`config.mk`:
```
export PLATFORM = sky130hd
export DESIGN_NAME = pipe_stage_reg
export DESIGN_NICKNAME = d
export VERILOG_FILES = /design/src/rtl/pipe_stage_reg.sv
export SDC_FILE = /design/constraint.sdc
export NUM_CORES = 1
export LEC_CHECK = 0
export CAP_MARGIN = 5
export CELL_PAD_IN_SITES_DETAIL_PLACEMENT = 0
export CELL_PAD_IN_SITES_GLOBAL_PLACEMENT = 1
export CORE_MARGIN = 3
export CORE_UTILIZATION = 37
export DETAILED_ROUTE_END_ITERATION = 12
export PLACE_DENSITY = 0.72
export REMOVE_ABC_BUFFERS = 1
export SYNTH_ARGS = -nofsm -noshare
export SYNTH_HDL_FRONTEND = slang
export SYNTH_SLANG_ARGS = --single-unit
```
`constraint.sdc`:
```
create_clock -name CLK -period 1.7 [get_ports CLK]
set_input_delay 0.34 -clock CLK [delete_from_list [all_inputs] [get_ports CLK]]
set_output_delay 0.34 -clock CLK [all_outputs]
set_load 0.01 [all_outputs]
```
`src/rtl/pipe_stage_reg.sv`:
```
// -----------------------------------------------------------------------------
// pipe_stage_reg
//
// Generic elastic register that sits between two MIPS pipeline stages
// (IF/ID, ID/EX, EX/MEM, MEM/WB). It holds one {data, ctrl} entry in a main
// register, which drives the outputs. A one-entry skid register catches the
// entry that arrives in the same cycle the downstream stalls, so O_READY can
// come straight from a flop.
//
// Handshake (both sides): a transfer happens on a rising CLK edge where
// valid and ready are both 1. The sender keeps valid and payload stable
// until that edge. Ready never depends combinationally on valid.
//   accept = I_VALID & O_READY   (upstream -> this stage)
//   emit   = O_VALID & I_READY   (this stage -> downstream)
//
// I_FLUSH is synchronous and has the highest priority. The stage goes empty
// and the entry presented in that cycle is dropped. An emit in the same
// cycle still counts as delivered.
//
// Optional feature: define PIPE_STAGE_PERF_EN to add the saturating 16-bit
// counters O_STALL_CNT and O_FLUSH_CNT.
//
// Parameters:
//   DATA_W      datapath payload width (PC, operands, immediates, reg ids)
//   CTRL_W      control payload width; forced to zero on a bubble
// Ports:
//   CLK         rising-edge clock
//   RESET_N     asynchronous active-low reset
//   I_FLUSH     synchronous flush
//   I_VALID     upstream entry valid
//   O_READY     this stage can accept (registered)
//   I_DATA      upstream datapath payload
//   I_CTRL      upstream control payload
//   O_VALID     output entry valid (registered)
//   I_READY     downstream accepts
//   O_DATA      registered datapath payload
//   O_CTRL      registered control payload; zero whenever O_VALID = 0
//   O_STALL_CNT cycles with O_VALID=1 and I_READY=0 (PIPE_STAGE_PERF_EN only)
//   O_FLUSH_CNT cycles with I_FLUSH=1               (PIPE_STAGE_PERF_EN only)
//   O_DBG_STATE current occupancy state, for debug and checker binding
// -----------------------------------------------------------------------------
module pipe_stage_reg #(
  parameter int DATA_W = 128,
  parameter int CTRL_W = 20
) (
  input  logic              CLK,
  input  logic              RESET_N,
  input  logic              I_FLUSH,
  input  logic              I_VALID,
  output logic              O_READY,
  input  logic [DATA_W-1:0] I_DATA,
  input  logic [CTRL_W-1:0] I_CTRL,
  output logic              O_VALID,
  input  logic              I_READY,
  output logic [DATA_W-1:0] O_DATA,
  output logic [CTRL_W-1:0] O_CTRL,
`ifdef PIPE_STAGE_PERF_EN
  output logic [15:0]       O_STALL_CNT,
  output logic [15:0]       O_FLUSH_CNT,
`endif
  output logic [1:0]        O_DBG_STATE
);

  typedef enum logic [1:0] {
    ST_EMPTY = 2'd0,  // nothing held
    ST_FULL  = 2'd1,  // main holds the entry on the outputs
    ST_SKID  = 2'd2   // main and skid both hold entries; upstream is stalled
  } state_e;

  state_e              state_q, state_d;
  logic [DATA_W-1:0]   main_data_q, main_data_d;
  logic [CTRL_W-1:0]   main_ctrl_q, main_ctrl_d;
  logic [DATA_W-1:0]   skid_data_q, skid_data_d;
  logic [CTRL_W-1:0]   skid_ctrl_q, skid_ctrl_d;
  logic                valid_q, valid_d;
  logic                ready_q, ready_d;

  logic                accept;
  logic                emit;

  assign accept = I_VALID & ready_q;
  assign emit   = valid_q & I_READY;

  // ---------------------------------------------------------------------------
  // Next-state and storage update
  // ---------------------------------------------------------------------------
  always_comb begin
    state_d     = state_q;
    main_data_d = main_data_q;
    main_ctrl_d = main_ctrl_q;
    skid_data_d = skid_data_q;
    skid_ctrl_d = skid_ctrl_q;

    if (I_FLUSH) begin
      // Flush wins over every handshake. Data is left as is; only the control
      // payload has to become a bubble.
      state_d     = ST_EMPTY;
      main_ctrl_d = '0;
    end else begin
      case (state_q)
        ST_EMPTY: begin
          if (accept) begin
            main_data_d = I_DATA;
            main_ctrl_d = I_CTRL;
            state_d     = ST_FULL;
          end
        end

        ST_FULL: begin
          if (accept && emit) begin
            // Pass-through at full rate: main is replaced by the new entry.
            main_data_d = I_DATA;
            main_ctrl_d = I_CTRL;
          end else if (accept) begin
            // Downstream stalled in the same cycle an entry arrived. Park the
            // new entry behind main and drop ready on the next cycle.
            skid_data_d = I_DATA;
            skid_ctrl_d = I_CTRL;
            state_d     = ST_SKID;
          end else if (emit) begin
            main_ctrl_d = '0;
            state_d     = ST_EMPTY;
          end
        end

        ST_SKID: begin
          // ready_q is 0 here, so no accept can happen.
          if (emit) begin
            main_data_d = skid_data_q;
            main_ctrl_d = skid_ctrl_q;
            state_d     = ST_FULL;
          end
        end

        default: begin
          main_ctrl_d = '0;
          state_d     = ST_EMPTY;
        end
      endcase
    end

    // The handshake flags are registered copies of the decoded next state.
    // Neither output then has a path from any input.
    valid_d = (state_d != ST_EMPTY);
    ready_d = (state_d != ST_SKID);
  end

  // ---------------------------------------------------------------------------
  // State and payload registers
  // ---------------------------------------------------------------------------
  always_ff @(posedge CLK or negedge RESET_N) begin
    if (!RESET_N) begin
      state_q     <= ST_EMPTY;
      main_data_q <= '0;
      main_ctrl_q <= '0;
      skid_data_q <= '0;
      skid_ctrl_q <= '0;
      valid_q     <= 1'b0;
      ready_q     <= 1'b1;
    end else begin
      state_q     <= state_d;
      main_data_q <= main_data_d;
      main_ctrl_q <= main_ctrl_d;
      skid_data_q <= skid_data_d;
      skid_ctrl_q <= skid_ctrl_d;
      valid_q     <= valid_d;
      ready_q     <= ready_d;
    end
  end

  assign O_VALID     = valid_q;
  assign O_READY     = ready_q;
  assign O_DATA      = main_data_q;
  assign O_CTRL      = main_ctrl_q;
  assign O_DBG_STATE = state_q;

`ifdef PIPE_STAGE_PERF_EN
  // ---------------------------------------------------------------------------
  // Saturating performance counters
  // ---------------------------------------------------------------------------
  logic [15:0] stall_cnt_q, stall_cnt_d;
  logic [15:0] flush_cnt_q, flush_cnt_d;

  always_comb begin
    stall_cnt_d = stall_cnt_q;
    flush_cnt_d = flush_cnt_q;
    if (valid_q && !I_READY && (stall_cnt_q != 16'hFFFF)) begin
      stall_cnt_d = stall_cnt_q + 16'd1;
    end
    if (I_FLUSH && (flush_cnt_q != 16'hFFFF)) begin
      flush_cnt_d = flush_cnt_q + 16'd1;
    end
  end

  always_ff @(posedge CLK or negedge RESET_N) begin
    if (!RESET_N) begin
      stall_cnt_q <= '0;
      flush_cnt_q <= '0;
    end else begin
      stall_cnt_q <= stall_cnt_d;
      flush_cnt_q <= flush_cnt_d;
    end
  end

  assign O_STALL_CNT = stall_cnt_q;
  assign O_FLUSH_CNT = flush_cnt_q;
`endif

endmodule

```
# Word level (Yosys, flattened, before mapping)
# Index checks and enable logic that the tools add are counted.
op_classes:
  bitwise_logic: 4
  n_reduce_logical: 7
  muxes: 18
  eq_ne: 10
ops:
  columns: ["operator", "n"]
  rows:
  - ["$mux 128", 3]
  - ["$pmux 128 s3", 1]
  - ["$mux 20", 6]
  - ["$pmux 20 s3", 1]
  - ["$mux 2", 6]
  - ["$ne 2x2->1 const B", 4]
  - ["$ne 4x4->1 const B", 2]
  - ["$reduce_and 4->1", 2]
  - ["$ne 3x3->1 const B", 2]
  - ["$pmux 2 s3", 1]
  - ["$reduce_and 5->1", 1]
  - ["$reduce_bool 3->1", 1]
  - ["$and 1x1->1", 2]
  - ["$eq 2x1->1 const B", 1]
  - ["$eq 2x2->1 const B", 1]
  - ["$logic_not 2->1", 1]
  - ["$not 1->1", 2]
  - ["$reduce_bool 2->1", 1]
  - ["$logic_and 1x1->1", 1]
word_totals:
  regBits: 300
  output_inout_bits: 152
  in_bits: 153
  wordCells: 46

# Depth between registers and ports, before layout
logic_depth:
  word_depth: 7
  mapped_depth: 7
  depth_no_buf: 4

# Worst setup path before layout
# Ideal clock, no wire load.
synth_timing:
  path_kind: "register to register"
  from: "register state_q[0] (netlist: O_DBG_STATE[0])"
  to: "register main_data_q[52] (netlist: O_DATA[52])"
  path_buffers: 3
  setup_ns: 0.125
  required_time_ns: 1.575
  synth_period_minus_slack_ns: 1.892
  slack_ns: -0.192
  arrival_time_ns: 1.767
  path_stages_with_launch: 7
  cell_sequence: "dfrtp_1 buf_2 nand2b_1 clkbuf_1 buf_2 mux2_2 mux2_2"
synth_between:
  elab_chain_len: 3
  word_cells_on_any_way: 9
  classes_between: "eq/ne: 5; mux: 1; reduce/logical: 3"
synth_lines:
  columns: ["element", "line_no", "rtl"]
  rows:
  - ["start, declared", "70", "state_e state_q, state_d;"]
  - ["start signal, assigned", "161", "state_q <= state_d;"]
  - ["$eq 2x1->1, or another cell as far along", "100", "case (state_q)"]
  - ["$ne 2x2->1 (no source line) or $reduce_bool 3->1 (tied branches)", null, null]
  - ["$reduce_and 5->1 (no source line)", null, null]
  - ["end signal, assigned", "162", "main_data_q <= main_data_d;"]
  - ["end, declared", "71", "logic [DATA_W-1:0] main_data_q, main_data_d;"]
# Parallel ways exist; a longest one is shown, timed or not.
# A chain may end at the register's enable or synchronous reset.

# Worst setup path in the final report
layout_timing:
  from: "register ready_q (netlist: O_READY)"
  to: "register main_data_q[89] (netlist: O_DATA[89])"
layout_between:
  elab_chain_len: 4
  word_cells_on_any_way: 5
  classes_between: "eq/ne: 2; bitwise: 1; reduce/logical: 2"
layout_lines:
  columns: ["element", "line_no", "rtl"]
  rows:
  - ["start, declared", "76", "logic ready_q, ready_d;"]
  - ["start signal, assigned", "167", "ready_q <= ready_d;"]
  - ["$and 1x1->1 (*)", "81", "assign accept = I_VALID & ready_q;"]
  - ["$logic_and 1x1->1", "110", "if (accept && emit) begin"]
  - ["$ne 2x2->1 (no source line)", null, null]
  - ["$reduce_and 5->1 (no source line) (*)", null, null]
# Every way passes the cells marked *; elsewhere a longest branch is shown, timed or not.

==> summary.json <==
{
  "finalInstanceArea_um2": 20840,
  "max_freq_mhz": 507.1,
  "drcViolationCount": 0,
  "nets": 1473,
  "finalCriticalPeriod_ps": 1972,
  "power-per-cell-area_nw_per_um2": 1383,
  "detailed_place_hpwl_um": 23510,
  "postSynth.topFlopCell": "sky130_fd_sc_hd__dfrtp_1",
  "synth_top_area_frac": 0.5608,
  "area_growth_syn_to_layout_pct": 56.20,
  "asyncSetResetFlopFracSynth": 1.000,
  "placement.cell_area_um2": 17610,
  "post_syn_area_um2": 13340,
  "dr.pass1.iters": 4,
  "synth_commonest_cells": "404 x sky130_fd_sc_hd__mux2_2, 299 x sky130_fd_sc_hd__dfrtp_1, 23 x sky130_fd_sc_hd__nand2_1, 23 x sky130_fd_sc_hd__o21ai_0, 22 x sky130_fd_sc_hd__buf_2",
  "synthesis.yosys.warnings": 0,
  "drt-total-wl_um": 37330,
  "grt_remaining_overflow": 0,
  "slew-limit-headroom": 0.7662,
  "post_layout_power_uw": 28830,
  "clk_transition_reported_paths_ps": 60,
  "crit_path_top_delay_cell": "sky130_fd_sc_hd__dfstp_2",
  "result_of_the_run": "finished with violations",
  "synth_enable_flop_cells": 0,
  "grt_setup_unrepaired": "true",
  "groute.usage.overall": 0.1792,
  "number_of_global_route_vias_before_repair": 9689,
  "route.detailed.vias_per_inst": 4.992,
  "synth.ff_latch_count": 300,
  "footprint_of_the_flip_flops_and_latches_um2": 7511,
  "cts_made_buffers": 35,
  "tightest_pin_transition_ps": 350.7,
  "syn-instance-count": 911,
  "post_synth_num_cell_types": 30,
  "post_layout_nonfiller_instances": 1799,
  "vias": 8981,
  "criticalPathCategory": "flip-flop to flip-flop",
  "routed_wirelength_normalized_by_instance_count_um": 20.75,
  "place_ws_ps": -614.6,
  "pin_count_of_the_biggest_net_entering_global_routing": 64,
  "antenna_violating_nets_post_route": 0,
  "final_hold_vio_count": 0,
  "clk_root_buffer_cell": "sky130_fd_sc_hd__clkbuf_16",
  "cts_num_sinks": 300,
  "antenna_violations_before_repair": 0,
  "cts_tree": "done",
  "setup.worst_path.end_class": "flip-flop",
  "avgSynthCellArea_um2": 14.65,
  "antenna_cells": 0,
  "dp.cells": 1690,
  "worst-endpoint-arrival_ps": 2350,
  "synthMostInstantiatedCell": "sky130_fd_sc_hd__mux2_2",
  "die_area_um2": 38380,
  "cellLeakagePower_uw": 0.01046,
  "row_count": 68,
  "synth_top_area_cell": "sky130_fd_sc_hd__dfrtp_1",
  "ys_top_cells_by_area": "sky130_fd_sc_hd__dfrtp_1 56%, sky130_fd_sc_hd__mux2_2 34%, sky130_fd_sc_hd__mux2i_1 1.5%",
  "floorplan.initialDensity": 0.3806,
  "clock_tree.buffer_depth": 3,
  "critical_path.max_fanout": 7,
  "report.final.slew_viol_count": 0,
  "ioPinCount": 305,
  "setup_violations": 296,
  "clock_tree.htree_level_count": 2,
  "port_buffers": 304,
  "failing_checks": "negative setup slack",
  "core_area_um2": 35050,
  "worstSkewPairLatency_ps": 500,
  "dr.first_iter.drc_count": 323,
  "slowest_delay_ps": 540,
  "skew_ps": 12.54,
  "cpMostUsedCell": "sky130_fd_sc_hd__buf_12",
  "cell_chain_of_the_critical_path": "nand3b_1 -> o21a_1 -> a21oi_4 -> buf_12 -> buf_12 -> buf_16 -> mux2_4",
  "final_layout_size_suffix_gt1_frac": 0.4509,
  "grt_first_pass_wirelength_um": 55210,
  "fill_cells": 2798,
  "critical_path.startpoint_type": "flip-flop",
  "least_setup_slack_across_all_paths_after_layout_ps": -271.9,
  "cap_viol_max_count": 0,
  "vdd_drop_max_mv": 0.8164,
  "final.period_utilization": 1.160,
  "holdCritPathClass": "primary input to asynchronous set/reset pin",
  "ys_seq_area_frac": 0.5627,
  "die_x_um": 195.9,
  "critPathRequiredTime_ps": 2080,
  "multiInputGateArea_um2": 6127,
  "utilization": 0.5946,
  "die_height_um": 195.9,
  "globalplace.congestion": 0.7338
}
-- registers in the layout, summed over array words and instances (netlist names) --
register     cells
O_DATA         128
skid_data_q    128
O_CTRL          20
skid_ctrl_q     20
O_DBG_STATE      2
O_READY          1
O_VALID          1
-- logic make-up (layout without fill, tap and decap cells) --
group / Yosys count / in the layout / share of synthesized area
AND/OR/NAND/NOR: 36 / 36 / 0.01275
XOR/XNOR: 1 / 1 / 0.0006565
AO/OA/AOI/OAI: 69 / 69 / 0.03263
flip-flops: 300 / 300 / 0.5627
buffers and inverters: 81 / 514 / 0.03526
multiplexers: 424 / 424 / 0.3560
-- worst max-delay path: cells and delay by family, from the launching register on --
kind / cells / cell delay [ps]
flops: 1 / 540
compound gates: 2 / 440
buf+inv: 3 / 440
mux: 1 / 300
simple gates: 1 / 110
-- timing repair --
action                     CTS  global route
gates cloned                11             8
setup endpoints to repair  431           447
gates resized for setup     85           348
hold buffers                 1             0
hold endpoints to repair   212             0
setup buffers               22            19
pin swaps                    2             3
-- where the power goes --
part / internal, µW / switching (µW) / leakage [µW]
sequential: 10000 / 1550 / 0.00362
combinational: 6220 / 3090 / 0.00623
clock: 5020 / 2930 / 0.000610
-- routing by layer --
metal / track usage / vias up / share of wire
li1: - / 4104 / -
met1: 0.2385 / 4585 / 0.45
met2: 0.2923 / 239 / 0.47
met3: 0.05461 / 53 / 0.069
met4: 0.03538 / 0 / 0.019
met5: 0.003831 / - / 0
-- through the flow --
| stage | hold WS (ps) | TNS [ps] |
|---|---|---|
| after floorplan | 44.41 | -1529890 |
| after global placement | 184.8 | -158850 |
| after detailed placement | 187.2 | -162640 |
| after CTS | 239.7 | -59360 |
| after global routing | 252.1 | -74170 |
| final | 256.6 | -55710 |
-- cells in the final DEF, fill, tap and decap left out, types with 5 or more instances in the layout --
master	Yosys	final
sky130_fd_sc_hd__mux2i_1	20	20
sky130_fd_sc_hd__clkbuf_16	0	45
sky130_fd_sc_hd__clkdlybuf4s50_1	0	151
sky130_fd_sc_hd__a21oi_1	20	20
sky130_fd_sc_hd__dlymetal6s2s_1	0	148
sky130_fd_sc_hd__dfrtp_1	299	297
sky130_fd_sc_hd__nand2_1	23	21
sky130_fd_sc_hd__buf_12	0	44
sky130_fd_sc_hd__buf_6	11	13
sky130_fd_sc_hd__mux2_2	404	214
sky130_fd_sc_hd__bufinv_16	0	5
sky130_fd_sc_hd__clkbuf_1	12	5
sky130_fd_sc_hd__o21ai_0	23	23
sky130_fd_sc_hd__inv_1	19	19
sky130_fd_sc_hd__buf_8	0	11
sky130_fd_sc_hd__buf_16	0	7
sky130_fd_sc_hd__clkbuf_8	0	7
sky130_fd_sc_hd__buf_4	15	49
sky130_fd_sc_hd__mux2_4	0	190
sky130_fd_sc_hd__o32ai_1	18	18
sky130_fd_sc_hd__clkinv_2	0	7
-- area by class of cell --
class | instances | area share
multi-input combinational | 530 | 0.2940
timing repair buffer | 434 | 0.2560
clock inverter | 12 | 0.008885
sequential | 300 | 0.3604
clock buffer | 49 | 0.04995
tap | 455 | 0.02732
inverter | 19 | 0.003422
-- path summary, 6_finish.rpt --
path | from | to | slack (ps) | cells after the start
max | O_READY | O_DATA[89] | -270 | 7
max in group asynchronous | RESET_N | O_DATA[84] | 740 | 4
min | RESET_N | O_DATA[91] | 260 | 2
min reg2reg | O_DATA[81] | O_DATA[81] | 500 | 1
min in group CLK | I_DATA[109] | skid_data_q[109] | 480 | 2
max reg2reg | O_READY | O_DATA[89] | -270 | 7
Power figures use the tool's default switching activity.
